`config.mk`:
```
export PLATFORM = sky130hd
export DESIGN_NAME = ballot_session_ctrl
export DESIGN_NICKNAME = d
export VERILOG_FILES = /design/src/rtl/ballot_session_ctrl.sv
export SDC_FILE = /design/constraint.sdc
export NUM_CORES = 1
export LEC_CHECK = 0
export CORE_MARGIN = 10
export CORE_UTILIZATION = 56
export CTS_CLUSTER_DIAMETER = 100
export DETAILED_ROUTE_END_ITERATION = 10
export PLACE_DENSITY = 0.84
export SETUP_SLACK_MARGIN = 0.15
export SLEW_MARGIN = 20
export SYNTH_ARGS = -nofsm -noshare
export SYNTH_HDL_FRONTEND = slang
export SYNTH_SLANG_ARGS = --single-unit
```
`constraint.sdc`:
```
create_clock -name clock -period 2.8 [get_ports clock]
set_clock_uncertainty 0.1 [all_clocks]
set_input_delay 0.28 -clock clock [delete_from_list [all_inputs] [get_ports clock]]
set_output_delay 0.28 -clock clock [all_outputs]
set_load 0.005 [all_outputs]
```
`src/rtl/ballot_session_ctrl.sv`:
```
// Ballot session controller sitting in front of the 4-candidate tally.
// Synchronises the raw candidate buttons, debounces a single press,
// rejects multi-presses, commits exactly one vote per issued ballot and
// locks until the buttons are released. mode=1 freezes voting.
module ballot_session_ctrl #(
  parameter int DEBOUNCE_CYCLES = 4,
  parameter int TIMEOUT_CYCLES  = 1000,
  parameter int CNT_W           = 8
) (
  input  logic             clock,
  input  logic             reset,
  input  logic             mode,
  input  logic             ballot_en,
  input  logic [3:0]       button,
  output logic             vote_valid,
  output logic [1:0]       vote_cand,
  output logic             ready,
  output logic             reject,
  output logic             timeout,
  output logic [CNT_W-1:0] ballots_cast
);

  localparam int DB_W  = $clog2(DEBOUNCE_CYCLES + 1);
  localparam int TMO_W = $clog2(TIMEOUT_CYCLES + 1);

  localparam logic [DB_W-1:0]  DB_LAST  = DB_W'(DEBOUNCE_CYCLES - 1);
  localparam logic [TMO_W-1:0] TMO_LAST = TMO_W'(TIMEOUT_CYCLES - 1);

  typedef enum logic [2:0] {
    S_IDLE     = 3'd0,
    S_ARMED    = 3'd1,
    S_DEBOUNCE = 3'd2,
    S_COMMIT   = 3'd3,
    S_WAIT_REL = 3'd4,
    S_REJ_WAIT = 3'd5
  } state_t;

  state_t           state_q, state_d;
  logic [3:0]       sync1_q, sync1_d;
  logic [3:0]       b_s_q, b_s_d;
  logic [3:0]       latch_q, latch_d;
  logic [DB_W-1:0]  db_cnt_q, db_cnt_d;
  logic [TMO_W-1:0] tmo_cnt_q, tmo_cnt_d;
  logic             vote_valid_q, vote_valid_d;
  logic [1:0]       vote_cand_q, vote_cand_d;
  logic             ready_q, ready_d;
  logic             reject_q, reject_d;
  logic             timeout_q, timeout_d;
  logic [CNT_W-1:0] cast_q, cast_d;

  logic             b_onehot;
  logic             b_multi;
  logic             db_done;
  logic             tmo_hit;

  // True when exactly one button bit is set.
  function automatic logic is_onehot(input logic [3:0] b);
    return (b != 4'd0) && ((b & (b - 4'd1)) == 4'd0);
  endfunction

  // Candidate index of a one-hot button pattern.
  function automatic logic [1:0] onehot_idx(input logic [3:0] b);
    logic [1:0] idx;
    case (b)
      4'b0010: idx = 2'd1;
      4'b0100: idx = 2'd2;
      4'b1000: idx = 2'd3;
      default: idx = 2'd0;
    endcase
    return idx;
  endfunction

  // Saturating increment: the count sticks at all-ones instead of wrapping.
  function automatic logic [CNT_W-1:0] sat_inc(input logic [CNT_W-1:0] c);
    return (c == {CNT_W{1'b1}}) ? c : c + CNT_W'(1);
  endfunction

  // Decode helpers on the synchronised button vector.
  always_comb begin
    b_onehot = is_onehot(b_s_q);
    b_multi  = (b_s_q != 4'd0) && !b_onehot;
    db_done  = (state_q == S_DEBOUNCE) && (b_s_q == latch_q) && (db_cnt_q == DB_LAST);
    tmo_hit  = (tmo_cnt_q == TMO_LAST);
  end

  // Next-state and registered-output computation for the ballot FSM.
  always_comb begin
    state_d      = state_q;
    sync1_d      = button;
    b_s_d        = sync1_q;
    latch_d      = latch_q;
    db_cnt_d     = db_cnt_q;
    tmo_cnt_d    = tmo_cnt_q;
    vote_valid_d = 1'b0;
    vote_cand_d  = 2'd0;
    reject_d     = 1'b0;
    timeout_d    = 1'b0;
    cast_d       = cast_q;

    case (state_q)
      S_IDLE: begin
        if (ballot_en && !mode) begin
          state_d   = S_ARMED;
          tmo_cnt_d = '0;
          db_cnt_d  = '0;
        end
      end

      // The vote was already strobed on entry; COMMIT always completes.
      S_COMMIT: begin
        state_d = S_WAIT_REL;
      end

      // Held buttons keep the block locked; no second vote possible.
      S_WAIT_REL: begin
        if (b_s_q == 4'd0) begin
          state_d = S_IDLE;
        end
      end

      S_ARMED, S_DEBOUNCE, S_REJ_WAIT: begin
        // Priority: display mode cancels, then a completed debounce
        // beats an expiring timer, then the timer, then normal progress.
        if (mode) begin
          state_d  = S_IDLE;
          db_cnt_d = '0;
        end else if (db_done) begin
          state_d      = S_COMMIT;
          vote_valid_d = 1'b1;
          vote_cand_d  = onehot_idx(latch_q);
          cast_d       = sat_inc(cast_q);
          db_cnt_d     = '0;
        end else if (tmo_hit) begin
          state_d   = S_IDLE;
          timeout_d = 1'b1;
          db_cnt_d  = '0;
        end else begin
          tmo_cnt_d = tmo_cnt_q + TMO_W'(1);
          case (state_q)
            S_ARMED: begin
              if (b_onehot) begin
                state_d  = S_DEBOUNCE;
                latch_d  = b_s_q;
                db_cnt_d = DB_W'(1);
              end else if (b_multi) begin
                state_d  = S_REJ_WAIT;
                reject_d = 1'b1;
              end
            end
            S_DEBOUNCE: begin
              if (b_s_q == latch_q) begin
                db_cnt_d = db_cnt_q + DB_W'(1);
              end else if (b_multi) begin
                state_d  = S_REJ_WAIT;
                reject_d = 1'b1;
                db_cnt_d = '0;
              end else begin
                state_d  = S_ARMED;
                db_cnt_d = '0;
              end
            end
            default: begin
              // Rejected ballot stays open until every button is released.
              if (b_s_q == 4'd0) begin
                state_d = S_ARMED;
              end
            end
          endcase
        end
      end

      default: begin
        state_d  = S_IDLE;
        db_cnt_d = '0;
      end
    endcase

    ready_d = (state_d == S_ARMED) || (state_d == S_DEBOUNCE) || (state_d == S_REJ_WAIT);
  end

  // State, synchroniser and output registers; reset clears everything at once.
  always_ff @(posedge clock or negedge reset) begin
    if (!reset) begin
      state_q      <= S_IDLE;
      sync1_q      <= 4'd0;
      b_s_q        <= 4'd0;
      latch_q      <= 4'd0;
      db_cnt_q     <= '0;
      tmo_cnt_q    <= '0;
      vote_valid_q <= 1'b0;
      vote_cand_q  <= 2'd0;
      ready_q      <= 1'b0;
      reject_q     <= 1'b0;
      timeout_q    <= 1'b0;
      cast_q       <= '0;
    end else begin
      state_q      <= state_d;
      sync1_q      <= sync1_d;
      b_s_q        <= b_s_d;
      latch_q      <= latch_d;
      db_cnt_q     <= db_cnt_d;
      tmo_cnt_q    <= tmo_cnt_d;
      vote_valid_q <= vote_valid_d;
      vote_cand_q  <= vote_cand_d;
      ready_q      <= ready_d;
      reject_q     <= reject_d;
      timeout_q    <= timeout_d;
      cast_q       <= cast_d;
    end
  end

  assign vote_valid   = vote_valid_q;
  assign vote_cand    = vote_cand_q;
  assign ready        = ready_q;
  assign reject       = reject_q;
  assign timeout      = timeout_q;
  assign ballots_cast = cast_q;

endmodule
```
# Word level (Yosys, flattened, before mapping)
# Cells that the tools add are included.
classes:
  n_eq_ne: 21
  n_addsub: 4
  muxes: 44
  n_reduce_logical: 20
  bitwise_logic: 6
op_table:
  columns: ["operator", "count"]
  rows:
  - ["two-way mux 3 bit", 16]
  - ["two-way mux 10 bit", 4]
  - ["case mux 10 bit (2 select lines)", 1]
  - ["two-way mux 1 bit", 14]
  - ["equality test 3 x 2 -> 1 bit, second input constant", 4]
  - ["inequality test 6 bit, second input constant", 2]
  - ["case mux 3 bit (2 select lines)", 2]
  - ["case mux 3 bit (4 select lines)", 1]
  - ["adder 10 x 1 -> 10 bit, second input constant", 1]
  - ["equality test 10 bit, second input constant", 1]
  - ["equality test 3 bit, second input constant", 3]
  - ["case mux 3 bit (3 select lines)", 1]
  - ["adder 8 x 1 -> 8 bit, second input constant", 1]
  - ["equality test 8 bit, second input constant", 1]
  - ["zero test 4 bit", 2]
  - ["inequality test 2 bit, second input constant", 4]
  - ["AND reduction 4 bit", 2]
  - ["equality test 3 x 1 -> 1 bit, second input constant", 2]
  - ["two-way mux 2 bit", 3]
  - ["case mux 2 bit (3 select lines)", 1]
  - ["AND reduction 6 bit", 1]
  - ["logical AND 1 bit", 5]
  - ["NOT 1 bit", 5]
  - ["AND reduction 5 bit", 1]
  - ["other kinds (15)", 17]
word_totals:
  output_inout_bits: 14
  wordCells: 107
  ff_bits: 42
  in_bits: 8

# Depth between registers and ports, before layout
# Gate-level depths: netlist of run 1.
logic_depth:
  ltp_word: 16
  ltp_mapped: 10
  ltp_nobuf: 10

# Worst setup path before layout of run 1
# Ideal clock, no wire load.
synth_path:
  path_kind: "register to register"
  startpoint: "register b_s_q[3]"
  endpoint: "register latch_q[0]"
  t_required_ns: 2.575
  path_stages_with_launch: 6
  path_slack_ns: 0.470
  setup_ns: 0.125
  arrival_ns: 2.106
  period_less_slack_ns: 2.330
  cell_sequence: "dfrtp_1 buf_2 or3_1 a211oi_1 nor4b_2 mux2_2"
synth_via:
  elab_chain_len: 5
  elab_cells_between_ends: 10
synth_rtl:
  columns: ["item", "line", "text"]
  rows:
  - ["start, declared", "40", "logic [3:0] b_s_q, b_s_d;"]
  - ["start signal, assigned", "199", "b_s_q <= b_s_d;"]
  - ["subtractor 4 x 1 -> 4 bit / equality test 4 bit (equally long branches)", "58, 82", null]
  - ["AND 4 bit / logical AND 1 bit (equally long branches)", "58, 82", null]
  - ["zero test 4 bit / logical AND 1 bit (equally long branches)", "58, 82", null]
  - ["logical AND 1 bit / NOT 1 bit (equally long branches)", null, null]
  - ["AND reduction 6 bit (no line) *", null, null]
  - ["end signal, assigned", "200", "latch_q <= latch_d;"]
  - ["end, declared", "41", "logic [3:0] latch_q, latch_d;"]
# Mark *: on every way between the ends. The rest lies on a longest branch, timed or not.
# A chain may end at the register's enable or synchronous reset.

# Worst setup path after layout of run 1
layout_path:
  startpoint: "register state_q[2]"
  endpoint: "register tmo_cnt_q[9]"
layout_via:
  elab_chain_len: 5
  elab_cells_between_ends: 14
layout_rtl:
  columns: ["item", "line", "text"]
  rows:
  - ["start, declared", "38", "state_t state_q, state_d;"]
  - ["start signal, assigned", "197", "state_q <= state_d;"]
  - ["equality test 3 x 2 -> 1 bit", "82, 100", null]
  - ["logical AND 1 bit (2 in a row)", "82", "db_done = (state_q == S_DEBOUNCE) && (b_s_q == latch_q) && (db_cnt_q == DB_LAST);"]
  - ["inequality test 2 bit (no line)", null, null]
  - ["AND reduction 5 bit (no line)", null, null]
  - ["end signal, assigned", "202", "tmo_cnt_q <= tmo_cnt_d;"]
  - ["end, declared", "43", "logic [TMO_W-1:0] tmo_cnt_q, tmo_cnt_d;"]
# Several ways; a longest one is shown, not always the timed one.

==> impl_metrics.env, run 1 <==
export IMPL_critical_path_class="register to register"
export IMPL_drcViolationCount=0
export IMPL_clkLatencyLatePin_ns=0.29
export IMPL_synth_cells=190
export IMPL_ys_seq_elements=42
export IMPL_comb_power_share_pct=27.4
export IMPL_min_period_ns=2.569
export IMPL_slew_headroom_pct=40.44
export IMPL_drive_gt1_share_pct=17.89
export IMPL_status="finished, final reports clean"
export IMPL_die_area_um2=6518
export IMPL_numCtsBuffers=5
export IMPL_finalSetupViolations=0
export IMPL_hold_viol=0
export IMPL_nFillCells=262
export IMPL_grt_max_degree=43
export IMPL_max_cap_violations=0
export IMPL_yosysWarnings=0
export IMPL_hold_class="input pin to async pin"
export IMPL_synthArstFlopShare_pct=100.0
export IMPL_grt_usage_pct=13.56
export IMPL_cp_max_fo=11
export IMPL_worstSetupEndpointType="register"
export IMPL_power_frac_seq_pct=48.7
export IMPL_post_synth_num_cell_types=50
export IMPL_drt_pass1_iterations=4
export IMPL_vias=1529
export IMPL_synth_nets=202
export IMPL_p_per_area_nw_per_um2=679.2
export IMPL_cp_required_ns=2.93
export IMPL_synth_ff_type="dfrtp_1"
export IMPL_regArea_um2=1055
export IMPL_clockRootBuffer="clkbuf_8"
export IMPL_timing_fmax_mhz=389.2
export IMPL_htree_levels=2
export IMPL_synth_edf_count=0
export IMPL_cp_slowest_cell="or4_1"
export IMPL_ctsHoldBuffers=0
export IMPL_cp_slowest_stage_delay_ns=0.50
export IMPL_min_period_over_period_pct=91.76
export IMPL_setup_tns_ns=0
export IMPL_grt_pass1_wl_um=6920
export IMPL_antenna_found_initial=0
export IMPL_overflow=0
export IMPL_port_buffers=21
export IMPL_worstMarginPinSlew_ns=0.8933
export IMPL_clockBufferDepth=2
export IMPL_pin_count=22
export IMPL_drt_wl_total_um=4343
export IMPL_n_antenna_cell=0
export IMPL_cp_arrival_ns=2.69
export IMPL_swShare_pct=33.56
export IMPL_drtIter0Drc=167
export IMPL_slew_violations=0
export IMPL_cts_tree="built"
export IMPL_viasPerCell=5.748
export IMPL_nets=229
export IMPL_design_core_area_um2=3606
export IMPL_p_clk_share_pct=23.8
export IMPL_rsz0062_at_grt="true"
export IMPL_startpoint_type="register"
export IMPL_synth_avg_cell_area_um2=10.87
export IMPL_multi_input_comb_area_um2=969.7
export IMPL_leakagePower_nw=1.032
export IMPL_netlist_area_um2=2066
export IMPL_postRouteAntennaNets=0
export IMPL_p_int_mw=1.112
export IMPL_clkSinkCount=42
export IMPL_ys_seq_area_share_pct=50.88
export IMPL_clkTransAtPathRegs_ns=0.08
export IMPL_initial_core_util_pct=57.29
export IMPL_whs_ns=0.004139
export IMPL_switchingPower_mw=0.5615
export IMPL_die_h_um=80.74
export IMPL_finalWeightedCongestion=0.8882
export IMPL_syn_to_final_growth_pct=19.26
export IMPL_die_w_um=80.74
export IMPL_wl_per_cell_um=16.33
export IMPL_ir_drop_uv=577.7
export IMPL_crit_chain="or3b_4 -> a21oi_4 -> nand2b_2 -> o31ai_4 -> o21ai_2 -> or4_1 -> a21oi_1"
export IMPL_grt_pass1_vias=1443
export IMPL_rows=22
export IMPL_dp_hpwl_um=2964
==> power groups by stage <==
stage	logic (mW)	registers [mW]	clock network, mW
after global placement	0.412	0.817	0
after CTS	0.425	0.809	0.406
after floorplan	0.380	0.765	0
after global routing	0.514	0.830	0.439
final	0.459	0.815	0.399
after detailed placement	0.423	0.820	0
==> stage by stage <==
step | instances | setup WS [ns] | utilization (%) | total power, mW | instance area [um^2]
final | 266 | 0.2307 | 68.32 | 1.673 | 2464
after global routing | 266 | 0.1282 | 68.32 | 1.783 | 2464
after global placement | 253 | 0.2593 | 63.74 | 1.229 | 2298
after CTS | 261 | 0.1882 | 66.38 | 1.640 | 2394
after floorplan | 190 | 0.4698 | - | 1.144 | 2066
after detailed placement | 253 | 0.1936 | 63.74 | 1.243 | 2298
==> cell families (layout without fill, tap and decap cells) <==
logic type | after synthesis | in the layout | share of synthesized area (%)
AOI/OAI and AO/OA | 38 | 39 | 13.27
xor gates and xnor gates | 14 | 14 | 5.936
adders and majority gates | 5 | 5 | 2.907
buffers and inverters | 17 | 44 | 3.937
DFF | 42 | 42 | 50.88
muxes | 8 | 8 | 4.301
and+or+nand+nor | 66 | 66 | 18.78
==> metal layers <==
metal	global-route usage, %	vias up	part of all wire, %
met4	4.671	0	0.87
met1	17.09	753	44
met5	0	-	0
met2	21.42	30	49
li1	-	742	-
met3	4.525	4	5.2
==> state kept, by name, summed over array words and instances (netlist names) <==
signal and cells:
tmo_cnt_q 10, latch_q 4, b_s_d 4, state_q 3, ready 1, b_s_q 4
vote_cand 2, db_cnt_q 3, vote_valid 1, reject 1, ballots_cast 8, timeout 1
==> cell usage after synthesis, drive strengths merged, types with 2 or more instances <==
| master | n | share of area, % |
|---|---|---|
| inv | 9 | 1.6 |
| or3 | 6 | 1.8 |
| nand3 | 3 | 0.73 |
| dfrtp | 42 | 51 |
| xor2 | 5 | 2.1 |
| a211oi | 2 | 0.73 |
| nand4 | 8 | 2.4 |
| nor3b | 2 | 0.73 |
| a21oi | 11 | 3.2 |
| nor3 | 2 | 1.0 |
| o21ai | 12 | 3.5 |
| xnor2 | 9 | 3.8 |
| or2 | 3 | 0.91 |
| buf | 7 | 2.1 |
| o31ai | 4 | 2.1 |
| nor2 | 11 | 2.0 |
| ha | 4 | 2.4 |
| nand2b | 4 | 1.3 |
| or4 | 5 | 1.8 |
| mux2 | 7 | 3.8 |
| nand2 | 13 | 2.5 |
| nor4 | 4 | 1.2 |
==> critical path: cells and delay by family, from the launching register on <==
family,cells,cell delay [ns]
and+or+nand+nor,3,1.06
AOI/OAI and AO/OA,4,0.85
DFF,1,0.48
==> cell usage in the layout (no fill, tap or decap), drive strengths merged, types with 5 or more instances in the layout <==
cell and n:
or4 5, buf 7, clkdlybuf4s50 20, nand4 8
xor2 5, clkbuf 6, o21ai 13, or3 6
xnor2 9, mux2 7, inv 9, nand2 13
dfrtp 42, nor2 11, a21oi 11
==> final cells by class <==
type,instances,share of cell area [%]
inverter,9,1.371
sequential,42,42.81
timing repair buffer,27,10.16
multi-input combinational,132,39.36
tap,48,2.438
clock inverter,2,0.5079
clock buffer,6,3.352
==> repair_timing <==
item	CTS	global route
endpoints found under the setup margin	0	13
resized for setup	0	7
setup buffers	0	4
==> path summary, 6_finish.rpt <==
| path | depth (start not counted) | startpoint | to | slack, ns |
|---|---|---|---|---|
| setup / recovery | 7 | state_q[2]$_DFF_PN0_ | tmo_cnt_q[9]$_DFFE_PN0P_ | 0.23 |
| hold / removal | 1 | reset | state_q[2]$_DFF_PN0_ | 0.004 |
| setup reg to reg | 7 | state_q[2]$_DFF_PN0_ | tmo_cnt_q[9]$_DFFE_PN0P_ | 0.23 |
| hold reg to reg | 0 | b_s_d[1]$_DFF_PN0_ | b_s_q[1]$_DFF_PN0_ | 0.25 |
| max in group asynchronous | 1 | reset | state_q[0]$_DFF_PN0_ | 1.98 |
| min in group clock | 0 | b_s_d[1]$_DFF_PN0_ | b_s_q[1]$_DFF_PN0_ | 0.25 |
Note: power is estimated with default switching activity, not from simulation.
==> inputs of run 2 (changes only) <==
Settings changed: CORE_MARGIN 10 to default.
Clock period 2.8 ns to 2.7 ns, I/O delays scaled along.
==> run 2 against run 1 <==
  * Sequential power rose by 1%
  * Critical path depth grew 1
  * Die area is 40% lower
  * Critical path type unchanged
==> impl_metrics.env, run 2 (synthesized netlist as in run 1, its figures left out) <==
export IMPL_status="finished, final reports clean"
export IMPL_power_frac_seq_pct=42.4
export IMPL_drt_pass1_iterations=4
export IMPL_crit_family="simple AND/OR/NAND/NOR gates"
export IMPL_port_buffers=21
export IMPL_grt_pass1_vias=1552
export IMPL_min_period_ns=2.511
export IMPL_die_h_um=62.74
export IMPL_die_area_um2=3936
export IMPL_switchingPower_mw=0.6616
export IMPL_drive_gt1_share_pct=26.07
export IMPL_cp_num_cells=8
export IMPL_leakagePower_nw=1.129
export IMPL_reg2reg_from="state_q[2]$_DFF_PN0_"
export IMPL_finalSetupViolations=0
export IMPL_swShare_pct=33.94
export IMPL_timing_fmax_mhz=398.3
export IMPL_grt_pass1_wl_um=7251
export IMPL_worstSetupEndpointType="register"
export IMPL_rr_worst_depth=8
export IMPL_cp_required_ns=2.81
export IMPL_comb_power_share_pct=36.5
export IMPL_htree_levels=2
export IMPL_stdcell_area_um2=2623
export IMPL_cp_arrival_ns=2.62
export IMPL_dp_hpwl_um=3009
export IMPL_rsz0062_at_grt="true"
export IMPL_p_int_mw=1.287
export IMPL_clkLatencyLatePin_ns=0.29
export IMPL_antenna_found_initial=0
export IMPL_ir_drop_uv=513.2
export IMPL_slew_violations=0
export IMPL_cp_slowest_cell="or3b_4"
export IMPL_startpoint_type="register"
export IMPL_viasPerCell=6.079
export IMPL_cp_max_fo=6
export IMPL_vias=1702
export IMPL_max_cap_violations=0
export IMPL_die_w_um=62.74
export IMPL_crit_chain="or3b_4 -> a21oi_4 -> nand2b_4 -> o31ai_4 -> o21ai_4 -> buf_4 -> or3_1 -> a21oi_1"
export IMPL_drt_wl_total_um=4711
export IMPL_nets=245
export IMPL_slew_headroom_pct=40.00
export IMPL_cts_tree="built"
export IMPL_finalWeightedCongestion=0.8456
export IMPL_clkSinkCount=42
export IMPL_drtIter0Drc=142
export IMPL_design_core_area_um2=3442
export IMPL_largest_reg_flops=10
export IMPL_hold_class="input pin to async pin"
export IMPL_wl_per_cell_um=16.83
export IMPL_final_cell_mix="dfrtp_1, clkdlybuf4s50_1, buf_4"
export IMPL_top_register="tmo_cnt_q"
export IMPL_ctsHoldBuffers=0
export IMPL_drcViolationCount=0
export IMPL_p_clk_share_pct=21.1
export IMPL_overflow=0
export IMPL_r2r_end="tmo_cnt_q[4]$_DFFE_PN0P_"
export IMPL_grt_max_degree=43
export IMPL_clkTransAtPathRegs_ns=0.08
export IMPL_p_per_area_nw_per_um2=743.2
export IMPL_critical_path_class="register to register"
export IMPL_initial_core_util_pct=60.01
export IMPL_clockRootBuffer="clkbuf_8"
export IMPL_hold_viol=0
export IMPL_rows=21
export IMPL_setup_tns_ns=0
export IMPL_min_period_over_period_pct=92.99
export IMPL_pin_count=22
export IMPL_r2r_slack_ns=0.19
export IMPL_worst_path_buf_inv=1
export IMPL_postRouteAntennaNets=0
export IMPL_clockBufferDepth=2
export IMPL_grt_usage_pct=23.67
export IMPL_power_total_mw=1.949
export IMPL_cp_slowest_stage_delay_ns=0.46
export IMPL_syn_to_final_growth_pct=26.95
export IMPL_dpl_cell_count=256
export IMPL_n_antenna_cell=0
export IMPL_numCtsBuffers=5
export IMPL_layout_cells_non_filler=280
export IMPL_layout_commonest_cell="dfrtp_1"
export IMPL_worstMarginPinSlew_ns=0.9000
export IMPL_place_area_um2=2333
==> run 2: cell count changes in the layout (fill, tap and decap cells not counted), sizes merged <==
cell	change
buf	+14
clkbuf	+1
dlymetal6s2s	+1
==> run 2: worst register-to-register path, cell delays in order (launching register included) <==
cell      delay (ns)
dfrtp_2         0.44
or3b_4          0.46
a21oi_4         0.23
nand2b_4        0.09
o31ai_4         0.32
o21ai_4         0.15
buf_4           0.16
or3_1           0.34
a21oi_1         0.15
==> run 2: timing repair <==
| action | in CTS | in global routing |
|---|---|---|
| hold endpoints to repair | 0 | 0 |
| cloned | 0 | 1 |
| endpoints found under the setup margin | 1 | 11 |
| pin swaps | 0 | 8 |
| setup buffers | 0 | 15 |
| gates resized for setup | 1 | 15 |
==> run 2: worst max-delay path by stage <==
| stage | startpoint | end | slack [ns] |
|---|---|---|---|
| 6_report | state_q[2]$_DFF_PN0_ | tmo_cnt_q[4]$_DFFE_PN0P_ | 0.19 |
| 2_1_floorplan | b_s_q[3]$_DFF_PN0_ | latch_q[0]$_DFFE_PN0P_ | 0.37 |
| 5_1_grt | state_q[2]$_DFF_PN0_ | tmo_cnt_q[4]$_DFFE_PN0P_ | 0.09 |
| 3_3_place_gp | state_q[1]$_DFF_PN0_ | tmo_cnt_q[8]$_DFFE_PN0P_ | 0.23 |
| 4_1_cts | state_q[2]$_DFF_PN0_ | tmo_cnt_q[8]$_DFFE_PN0P_ | 0.15 |
| 3_5_place_dp | state_q[1]$_DFF_PN0_ | tmo_cnt_q[8]$_DFFE_PN0P_ | 0.15 |
==> run 2: routing by layer <==
layer  track usage [%]  routed length (um)
met4             9.593                 112
met3             4.197                 260
met5                 0                   0
met1             31.75                1953
met2             38.04                2384
==> run 2: power by group through the flow <==
| stage | Combinational, mW | Clock [mW] | Sequential [mW] |
|---|---|---|---|
| 5_1_grt | 0.763 | 0.448 | 0.839 |
| 2_1_floorplan | 0.394 | 0 | 0.793 |
| 3_5_place_dp | 0.457 | 0 | 0.854 |
| 4_1_cts | 0.460 | 0.421 | 0.843 |
| 3_3_place_gp | 0.437 | 0 | 0.837 |
| 6_report | 0.711 | 0.410 | 0.827 |
==> run 2: cell type report <==
| class | count | area, um^2 |
|---|---|---|
| Sequential cell | 42 | 1059 |
| Clock buffer | 6 | 82.58 |
| Fill cell | 224 | 819.5 |
| Tap cell | 46 | 57.56 |
| Clock inverter | 2 | 12.51 |
| Timing Repair Buffer | 43 | 385.4 |
| Inverter | 9 | 33.78 |
| Multi-Input combinational cell | 132 | 992.2 |
==> run 2: through the flow <==
step / setup WS (ns) / utilization (%) / hold WS (ns)
final: 0.1894 / 76.19 / 0.003510
after global routing: 0.08954 / 76.19 / 0.07172
after CTS: 0.1546 / 70.59 / 0.03149
after detailed placement: 0.1533 / 67.79 / 0.2355
after global placement: 0.2278 / 67.79 / 0.2398
after floorplan: 0.3698 / - / -0.1256
==> inputs of run 3 (changes only) <==
Settings changed: CORE_MARGIN from default to 5.
==> run 3 against run 2 <==
  * The run now ends with hold timing left
  * Global-route usage decreased by 6.0 points
  * Count of clock-buffer cells in the layout decreased by 1
  * Setup slack got worse by 0.11 ns
  * Combinational power decreased by 5.6%
  * Non-clock buffer count decreased by 3
  * Worst hold slack got worse by 0.0052 ns
==> impl_metrics.env, run 3 (synthesized netlist as in run 1, its figures left out) <==
export IMPL_cts_tree="built"
export IMPL_cp_slowest_cell="or4_4"
export IMPL_min_period_over_period_pct=97.11
export IMPL_cp_required_ns=2.84
export IMPL_antenna_found_initial=0
export IMPL_syn_to_final_growth_pct=29.92
export IMPL_worstMarginPinSlew_ns=0.9407
export IMPL_min_period_ns=2.622
export IMPL_n_antenna_cell=0
export IMPL_die_h_um=70.74
export IMPL_largest_reg_flops=10
export IMPL_crit_chain="buf_4 -> nor3b_1 -> a211oi_2 -> o32ai_2 -> o2111a_2 -> o21ai_4 -> or4_4 -> a21oi_2"
export IMPL_r2r_end="tmo_cnt_q[8]$_DFFE_PN0P_"
export IMPL_pin_count=22
export IMPL_ir_drop_uv=471.9
export IMPL_cp_arrival_ns=2.76
export IMPL_layout_commonest_cell="dfrtp_1"
export IMPL_worstSetupEndpointType="register"
export IMPL_hold_viol=1
export IMPL_status="complete, but fails checks"
export IMPL_dp_hpwl_um=2795
export IMPL_vias=1648
export IMPL_drive_gt1_share_pct=29.44
export IMPL_finalWeightedCongestion=0.9521
export IMPL_final_cell_mix="dfrtp_1, clkdlybuf4s50_1, buf_4"
export IMPL_rsz0062_at_grt="true"
export IMPL_grt_pass1_wl_um=6975
export IMPL_setup_tns_ns=0
export IMPL_ctsHoldBuffers=0
export IMPL_clkSinkCount=42
export IMPL_viasPerCell=5.907
export IMPL_postRouteAntennaNets=0
export IMPL_initial_core_util_pct=57.29
export IMPL_r2r_slack_ns=0.08
export IMPL_wl_per_cell_um=17.39
export IMPL_overflow=0
export IMPL_clockBufferDepth=2
export IMPL_clkLatencyLatePin_ns=0.30
export IMPL_grt_usage_pct=17.71
export IMPL_slew_violations=0
export IMPL_p_per_area_nw_per_um2=780.1
export IMPL_die_w_um=70.74
export IMPL_top_register="tmo_cnt_q"
export IMPL_violations="hold timing"
export IMPL_leakagePower_nw=1.137
export IMPL_drcViolationCount=0
export IMPL_numCtsBuffers=5
export IMPL_finalSetupViolations=0
export IMPL_hold_class="input pin to async pin"
export IMPL_cp_max_fo=6
export IMPL_grt_pass1_vias=1464
export IMPL_drtIter0Drc=165
export IMPL_critical_path_class="register to register"
export IMPL_htree_levels=2
export IMPL_grt_max_degree=43
export IMPL_slew_headroom_pct=37.29
export IMPL_startpoint_type="register"
export IMPL_whs_ns=-0.001709
export IMPL_max_cap_violations=0
export IMPL_rows=22
export IMPL_layout_cells_non_filler=279
export IMPL_dpl_cell_count=255
export IMPL_design_core_area_um2=3606
export IMPL_drt_wl_total_um=4852
export IMPL_rr_worst_depth=8
export IMPL_nets=242
export IMPL_timing_fmax_mhz=381.4
export IMPL_port_buffers=21
export IMPL_clkTransAtPathRegs_ns=0.08
export IMPL_cp_slowest_stage_delay_ns=0.54
export IMPL_clockRootBuffer="clkbuf_8"
export IMPL_reg2reg_from="state_q[0]$_DFF_PN0_"
export IMPL_die_area_um2=5003
export IMPL_drt_pass1_iterations=4
run 3: changes by cell type in the layout (fill, tap and decap cells not counted), sizes merged:
cell          previous run  this run
buf                     21        20
bufinv                   0         2
clkbuf                   7         5
clkinvlp                 1         0
dlymetal6s2s             1         0
run 3: layer usage:
metal | GRT usage (%) | share of wire, %
met5 | 0 | 0
met3 | 3.409 | 5.1
met1 | 23.59 | 41
met4 | 9.186 | 2.8
met2 | 27.50 | 51
run 3: worst max-delay path by stage:
stage / start / endpoint / depth (start not counted)
floorplan: b_s_q[3]$_DFF_PN0_ / latch_q[0]$_DFFE_PN0P_ / 5
global placement: state_q[1]$_DFF_PN0_ / tmo_cnt_q[8]$_DFFE_PN0P_ / 7
detailed placement: state_q[1]$_DFF_PN0_ / latch_q[2]$_DFFE_PN0P_ / 5
CTS: state_q[0]$_DFF_PN0_ / tmo_cnt_q[8]$_DFFE_PN0P_ / 7
global route: state_q[1]$_DFF_PN0_ / tmo_cnt_q[8]$_DFFE_PN0P_ / 7
finish: state_q[0]$_DFF_PN0_ / tmo_cnt_q[8]$_DFFE_PN0P_ / 8
run 3: final cells by class:
type / instances / area (um^2)
inverters: 9 / 33.78
clock buffers: 5 / 68.82
flip-flops and latches: 42 / 1060
multi-input cells: 132 / 1020
repair buffers: 40 / 372.9
fillers: 223 / 922.1
well taps: 48 / 60.06
clock inverters: 3 / 68.82
run 3: report_power, final:
group          internal [mW]  leakage (nW)  switching [mW]  total [mW]
Sequential             0.720         0.546           0.105       0.825
Clock                  0.370        0.0683           0.227       0.597
Combinational          0.338         0.522           0.333       0.671
run 3: repair_timing:
action,in CTS,in global routing
setup buffers,0,15
gates cloned,0,1
pin swaps,0,12
gates resized for setup,3,22
endpoints found under the setup margin,14,14
run 3: critical path: cells and delay by family (launching register included):
| kind | cells | cell delay (ns) |
|---|---|---|
| AOI/OAI and AO/OA | 5 | 0.80 |
| DFF | 1 | 0.44 |
| buffers and inverters | 1 | 0.17 |
| and+or+nand+nor | 2 | 1.04 |
run 3: through the flow:
step | instance area, um^2 | hold slack (ns) | util, % | power (mW) | setup slack (ns)
final | 2684 | -0.001709 | 74.43 | 2.094 | 0.07801
after global routing | 2684 | 0.07628 | 74.43 | 2.194 | 0.05418
after CTS | 2462 | 0.03836 | 68.29 | 1.895 | 0.1059
after detailed placement | 2313 | 0.2386 | 64.16 | 1.302 | 0.07162
after global placement | 2313 | 0.2415 | 64.16 | 1.281 | 0.1644
after floorplan | 2066 | -0.1256 | - | 1.187 | 0.3698
